`config.mk`:
```
export PLATFORM = sky130hd
export DESIGN_NAME = if_fetch_stage
export DESIGN_NICKNAME = d
export VERILOG_FILES = /design/src/rtl/if_pkg.sv /design/src/rtl/if_fetch_fifo.sv /design/src/rtl/if_fetch_stage.sv
export SDC_FILE = /design/constraint.sdc
export NUM_CORES = 1
export LEC_CHECK = 0
export ABC_AREA = 1
export BUFFER_PORTS_ARGS = -buffer_cell sky130_fd_sc_hd__buf_2
export CORE_ASPECT_RATIO = 1.75
export CORE_MARGIN = 5
export CORE_UTILIZATION = 45
export CTS_CLUSTER_SIZE = 30
export DETAILED_ROUTE_END_ITERATION = 7
export GPL_TIMING_DRIVEN = 0
export PLACE_DENSITY = 0.75
export SLEW_MARGIN = 40
export SYNTH_ARGS = -nofsm -noshare
export SYNTH_HDL_FRONTEND = slang
export SYNTH_SLANG_ARGS = --single-unit
```
`constraint.sdc`:
```
create_clock -name clk -period 4.3 [get_ports clk]
set_input_delay 0.215 -clock clk [delete_from_list [all_inputs] [get_ports clk]]
set_output_delay 0.215 -clock clk [all_outputs]
set_load 0.01 [all_outputs]
```
`src/rtl/if_pkg.sv`:
```
// Shared types and constants for the instruction-fetch stage.
package if_pkg;

  localparam logic [31:0] RESET_PC_DEFAULT = 32'hbfc00000;
  localparam logic [31:0] INSTR_NOP        = 32'h00000000;
  localparam logic [31:0] PC_STEP          = 32'd4;

  // One buffered fetch: PC, instruction word and address-error flag.
  typedef struct packed {
    logic [31:0] pc;
    logic [31:0] instr;
    logic        adel;
  } fetch_entry_t;

  // RUN fetches normally; HALT parks the stage after a misaligned redirect.
  typedef enum logic {
    RUN,
    HALT
  } fetch_state_e;

endpackage

```
`src/rtl/if_fetch_fifo.sv`:
```
// Synchronous FIFO of fetch entries with a flush that empties it in one cycle.
// DEPTH must be a power of two so the pointers wrap naturally.
module if_fetch_fifo
  import if_pkg::*;
#(
  parameter int DEPTH = 4,
  localparam int AW = $clog2(DEPTH),
  localparam int CW = AW + 1
) (
  input  logic          clk,
  input  logic          rst,
  input  logic          flush,
  input  logic          push,
  input  fetch_entry_t  push_data,
  input  logic          pop,
  output fetch_entry_t  head,
  output logic          full,
  output logic          empty,
  output logic [CW-1:0] count
);

  fetch_entry_t  mem [DEPTH];
  logic [AW-1:0] wr_ptr;
  logic [AW-1:0] rd_ptr;
  logic          push_en;
  logic          pop_en;

  assign full    = (count == CW'(DEPTH));
  assign empty   = (count == '0);
  assign push_en = push && !full && !flush;
  assign pop_en  = pop && !empty && !flush;
  assign head    = mem[rd_ptr];

  // Storage array, written only on an accepted push.
  always_ff @(posedge clk) begin
    if (push_en) mem[wr_ptr] <= push_data;
  end

  // Pointers and occupancy; a flush discards every entry at once.
  always_ff @(posedge clk) begin
    if (rst || flush) begin
      wr_ptr <= '0;
      rd_ptr <= '0;
      count  <= '0;
    end else begin
      if (push_en) wr_ptr <= wr_ptr + AW'(1);
      if (pop_en)  rd_ptr <= rd_ptr + AW'(1);
      count <= count + CW'(push_en) - CW'(pop_en);
    end
  end

endmodule

```
`src/rtl/if_fetch_stage.sv`:
```
// Instruction-fetch stage: owns the fetch PC, issues in-order memory requests
// under a credit limit, buffers responses and presents them to decode.
// Optional feature macro IF_EXC_ADDR_EN: misaligned redirects raise an
// address-error entry (id_adel) instead of silently clearing the low bits.
module if_fetch_stage
  import if_pkg::*;
#(
  parameter logic [31:0] RESET_PC = RESET_PC_DEFAULT,
  parameter int          DEPTH    = 4
) (
  input  logic        clk,
  input  logic        rst,
  input  logic        redirect_valid,
  input  logic [31:0] redirect_pc,
  output logic        imem_req_valid,
  input  logic        imem_req_ready,
  output logic [31:0] imem_req_addr,
  input  logic        imem_resp_valid,
  input  logic [31:0] imem_resp_data,
  output logic        id_valid,
  input  logic        id_ready,
  output logic [31:0] id_pc,
`ifdef IF_EXC_ADDR_EN
  output logic        id_adel,
`endif
  output logic [31:0] id_instr
);

  localparam int CW = $clog2(DEPTH) + 1;

  logic [31:0]   fetch_pc;
  logic [31:0]   resp_pc;
  logic [31:0]   redirect_base;
  logic [CW-1:0] outstanding;
  logic [CW-1:0] out_next;
  logic [CW-1:0] drop;
  logic [CW-1:0] fifo_count;
  logic [CW:0]   in_use;
  logic          credit_ok;
  logic          run_ok;
  logic          accept;
  logic          resp_fire;
  logic          resp_keep;
  logic          exc_push;
  logic          fifo_push;
  logic          fifo_pop;
  logic          fifo_full;
  logic          fifo_empty;
  fetch_entry_t  fifo_head;
  fetch_entry_t  exc_entry;
  fetch_entry_t  push_data;

  assign redirect_base = {redirect_pc[31:2], 2'b00};
  assign in_use        = {1'b0, outstanding} + {1'b0, fifo_count};
  assign credit_ok     = (in_use < (CW+1)'(DEPTH));

  assign imem_req_valid = !rst && !redirect_valid && credit_ok && run_ok;
  assign imem_req_addr  = fetch_pc;
  assign accept         = imem_req_valid && imem_req_ready;

  // Responses with nothing outstanding belong to pre-reset requests and are ignored.
  assign resp_fire = imem_resp_valid && (outstanding != '0);
  assign resp_keep = resp_fire && (drop == '0) && !redirect_valid;
  assign out_next  = outstanding + CW'(accept) - CW'(resp_fire);

  // Fetch PC, expected response PC and the in-flight / stale counters.
  always_ff @(posedge clk) begin
    if (rst) begin
      fetch_pc    <= RESET_PC;
      resp_pc     <= RESET_PC;
      outstanding <= '0;
      drop        <= '0;
    end else begin
      outstanding <= out_next;
      if (redirect_valid) begin
        fetch_pc <= redirect_base;
        resp_pc  <= redirect_base;
        drop     <= out_next;
      end else begin
        if (accept)    fetch_pc <= fetch_pc + PC_STEP;
        if (resp_keep) resp_pc  <= resp_pc + PC_STEP;
        if (resp_fire && (drop != '0)) drop <= drop - CW'(1);
      end
    end
  end

  // Select what enters the FIFO: a fetched word or the address-error marker.
  always_comb begin
    push_data = '{pc: resp_pc, instr: imem_resp_data, adel: 1'b0};
    if (exc_push) push_data = exc_entry;
  end

  assign fifo_push = resp_keep || exc_push;
  assign fifo_pop  = id_valid && id_ready;

  if_fetch_fifo #(
    .DEPTH (DEPTH)
  ) u_fifo (
    .clk       (clk),
    .rst       (rst),
    .flush     (redirect_valid),
    .push      (fifo_push),
    .push_data (push_data),
    .pop       (fifo_pop),
    .head      (fifo_head),
    .full      (fifo_full),
    .empty     (fifo_empty),
    .count     (fifo_count)
  );

  assign id_valid = !fifo_empty;
  assign id_pc    = id_valid ? fifo_head.pc    : '0;
  assign id_instr = id_valid ? fifo_head.instr : '0;

  // The credit limit makes a push into a full FIFO impossible.
  assert property (@(posedge clk) disable iff (rst) !(fifo_push && fifo_full));

`ifdef IF_EXC_ADDR_EN
  fetch_state_e state;
  fetch_state_e state_next;
  logic         exc_pending;
  logic [31:0]  exc_pc;

  // State register.
  always_ff @(posedge clk) begin
    if (rst) state <= RUN;
    else     state <= state_next;
  end

  // Every redirect chooses RUN or HALT from the target's alignment.
  always_comb begin
    state_next = state;
    if (redirect_valid) state_next = (redirect_pc[1:0] != 2'b00) ? HALT : RUN;
  end

  // HALT stops requests and emits the error entry once stale responses drain.
  always_comb begin
    run_ok   = (state == RUN);
    exc_push = (state == HALT) && exc_pending && (drop == '0) && !redirect_valid;
  end

  // Remember the faulting target until its error entry has been queued.
  always_ff @(posedge clk) begin
    if (rst) begin
      exc_pending <= 1'b0;
      exc_pc      <= '0;
    end else if (redirect_valid) begin
      exc_pending <= (redirect_pc[1:0] != 2'b00);
      exc_pc      <= redirect_pc;
    end else if (exc_push) begin
      exc_pending <= 1'b0;
    end
  end

  assign exc_entry = '{pc: exc_pc, instr: INSTR_NOP, adel: 1'b1};
  assign id_adel   = id_valid && fifo_head.adel;
`else
  logic [2:0] unused_bits;

  assign run_ok      = 1'b1;
  assign exc_push    = 1'b0;
  assign exc_entry   = '0;
  assign unused_bits = {redirect_pc[1:0], fifo_head.adel};
`endif

endmodule
```
==> impl_metrics.csv <==
group,metric,value,unit
critical_path,reg2reg_depth,11,
cts,clockRootBuffer,"clkbuf_16",
floorplan,start_util,45.3,%
placed_design,numPortBuffers,160,
synthesis,synthCells,1524,
floorplan,dieArea,36000,µm²
placed_design,place_congestion,0.921,
cts,cts_tree,"done",
cts,cts_buffers,29,
layout,nNetsFinal,1878,
hold_path,min_to,"resp_pc[26]",
layout,final_layout_size_suffix_gt1_share,15.2,%
placed_design,dp_hpwl,28700,µm
sta,hold_ws,52.5,ps
drt,dr.pass1.iters,7,
synthesis,yosysWarnings,0,
sta,worst_pin_slew,674,ps
grt,grt_max_degree,19,
critical_path,reg2reg_slack,1340,ps
grt,grt_remaining_overflow,0,
layout,fin_util,55.2,%
hold_path,min_from,"rst",
synthesis,syn_area,14500,µm²
critical_path,endpoint_kind,"output port",
floorplan,core-area,32000,µm²
cts,clkSinkCount,323,
pwr,vdd_drop_max,0.000302,V
drt,postRouteAntennaNets,0,
hold_path,hold_path_depth,3,
drt,via_per_inst,5.39,
synthesis,synth_top_area_share,51.4,%
pwr,p_leak,6.93,nW
sta,finalCriticalPeriod,3040,ps
synthesis,synth.avg_cell_area,9.50,µm²
grt,track_usage,21.4,%
grt,grt_pass1_vias,11700,
drt,via_count,11900,
synthesis,synth_area_leaders,"edfxtp_1, dfxtp_1, nor2_1",
cts,cts.path.max_buffers,3,
layout,diodes,0,
sta,relSlewSlack,55.1,%
critical_path,crit_arrival,2820,ps
critical_path,r2r-start,"drop[0]",
pwr,power.total,0.00703,W
drt,route.detailed.drc,0,
grt,antenna_found_initial,0,
sta,skew,14.4,ps
sta,fmax,329,MHz
pwr,p_per_area,398,nW/µm²
placed_design,dp_slack,1350,ps
critical_path,cp-start-kind,"flip-flop",
critical_path,worst_r2r_endpoint,"u_fifo.mem[3][56]",
critical_path,cp.required,4090,ps
floorplan,io_pins,168,
floorplan,die_h,247,µm
sta,finalWorstSetupSlack,1260,ps
critical_path,path_class,"reg2out",
cts,cts-htree-levels,1,
critical_path,cp_max_fo,10,
synthesis,synth.distinct_cells,39,
hold_path,holdCritPathClass,"in2reg",
sta,finalHoldViolCount,0,
run_status,status,"complete, no violations",
synthesis,synth_seq_cells,323,
synthesis,synth_ff_type,"edfxtp_1",
synthesis,synth_seq_area_share,61.8,%
sta,drv_slew,0,
synthesis,async_flop_share,0,%
synthesis,synth_edf_count,248,
grt,grt_pass1_wl,61500,µm
cts,clk-insertion-delay-late,560,ps
drt,drt-initial-drc-count,755,
drt,routed_wirelength,40200,µm
sta,fin_crit_sh,70.6,%
cts,path_clk_slew,70,ps
synthesis,yosys.area.top_type,"edfxtp_1",
floorplan,die_w,146,µm
run,drv_cap,0,
sta,rsz0062_at_grt,"no",
layout,area_delta_synth_final,22.0,%
cts,cts_resized,0,
floorplan,rows,87,
sta,final-setup-viol-count,0,
drt,routedWlPerCell,18.2,µm
[worst max-delay path by stage]
stage / startpoint / cells after the start / slack, ps / to
floorplan: drop[0] / 9 / 40 / u_fifo.mem[0][0]
global placement: drop[0] / 9 / -2260 / u_fifo.mem[3][5]
detailed placement: drop[0] / 11 / 1350 / u_fifo.mem[3][5]
CTS: flip-flop / 7 / 1240 / id_pc[17]
global route: flip-flop / 7 / 1090 / id_pc[17]
finish: flip-flop / 7 / 1260 / id_pc[17]
[what timing repair did]
action | CTS | global route
endpoints found under the hold margin | 169 | 0
endpoints found under the setup margin | 0 | 0
buffers inserted | 0 | 0
hold buffers | 59 | 0
[logic make-up (layout without fill, tap and decap cells)]
family	Yosys count	in the layout	synth area share, %
other cells	1	4	0.0259
flops	323	323	61.8
simple gates	674	674	19.7
xor+xnor	12	12	0.726
compound gates	310	310	11.0
buf+inv	188	473	5.31
fa+ha+maj	16	16	1.49
[Yosys cell counts, drive strengths merged, types with 2 or more instances]
cell    count
ha         14
nand3      82
o211ai      2
edfxtp    248
nand4      23
clkinv      2
inv       116
nor3       12
nor2      339
xor2       10
nand2     214
o21bai      6
xnor2       2
o21ai     183
buf        30
fa          2
clkbuf     40
dfxtp      75
a21oi     109
a31oi       8
nand3b      3
[metal layers]
| layer | wire [µm] | GRT usage (%) | vias up | share of wire [%] |
|---|---|---|---|---|
| met3 | 2290 | 2.63 | 129 | 5.7 |
| met1 | 14500 | 23.2 | 5606 | 36 |
| met2 | 21100 | 39.8 | 492 | 53 |
| met4 | 2280 | 12.6 | 0 | 5.7 |
| li1 | - | - | 5697 | - |
| met5 | 0 | 0 | - | 0 |
[state kept, by name (all words and copies together), names as in the netlist, named ones only]
register,cells
drop,3
imem_req_addr,30
outstanding,3
resp_pc,30
u_fifo.count,3
u_fifo.mem,248
u_fifo.rd_ptr,2
u_fifo.wr_ptr,2
[power breakdown]
part	leakage [nW]	switching [W]	internal, W
registers	2.86	0.000146	0.00354
clock network	0.437	0.00112	0.00136
logic	3.64	0.000544	0.000330
total	6.93	0.00181	0.00522
[worst max-delay path, cell delays in order (launching register included)]
cell and delay, ps:
dfxtp_1 330, clkbuf_1 520, inv_2 260, clkbuf_1 320, nor2_1 180, o21ai_0 120
a21oi_1 330, buf_2 200
[through the flow]
step,cells,instance area (µm²),setup TNS (ps)
floorplan,1527,14500,0
global placement,2087,15800,-541520
detailed placement,2102,16200,0
CTS,2212,17700,0
global route,2212,17700,0
finish,2212,17700,0
[placed cells by master (no fill, tap or decap), types with 29 or more instances in the layout]
cell type	synthesis	routed
nor2_1	326	322
edfxtp_1	248	248
nand2_1	210	210
buf_2	15	175
o21ai_0	171	171
inv_1	112	112
a21oi_1	109	109
nand3_1	80	80
dfxtp_1	75	75
dlygate4sd3_1	0	59
clkbuf_1	40	43
clkbuf_16	0	29
[layout make-up]
class | count | area (µm²)
Inverter | 118 | 443
Fill cell | 2771 | 14300
Clock inverter | 16 | 130
Timing Repair Buffer | 234 | 1730
Tap cell | 400 | 500
Multi-Input combinational cell | 1016 | 4810
Sequential cell | 323 | 8950
Buffer | 70 | 327
Clock buffer | 35 | 778
Power figures use the tool's default switching activity.
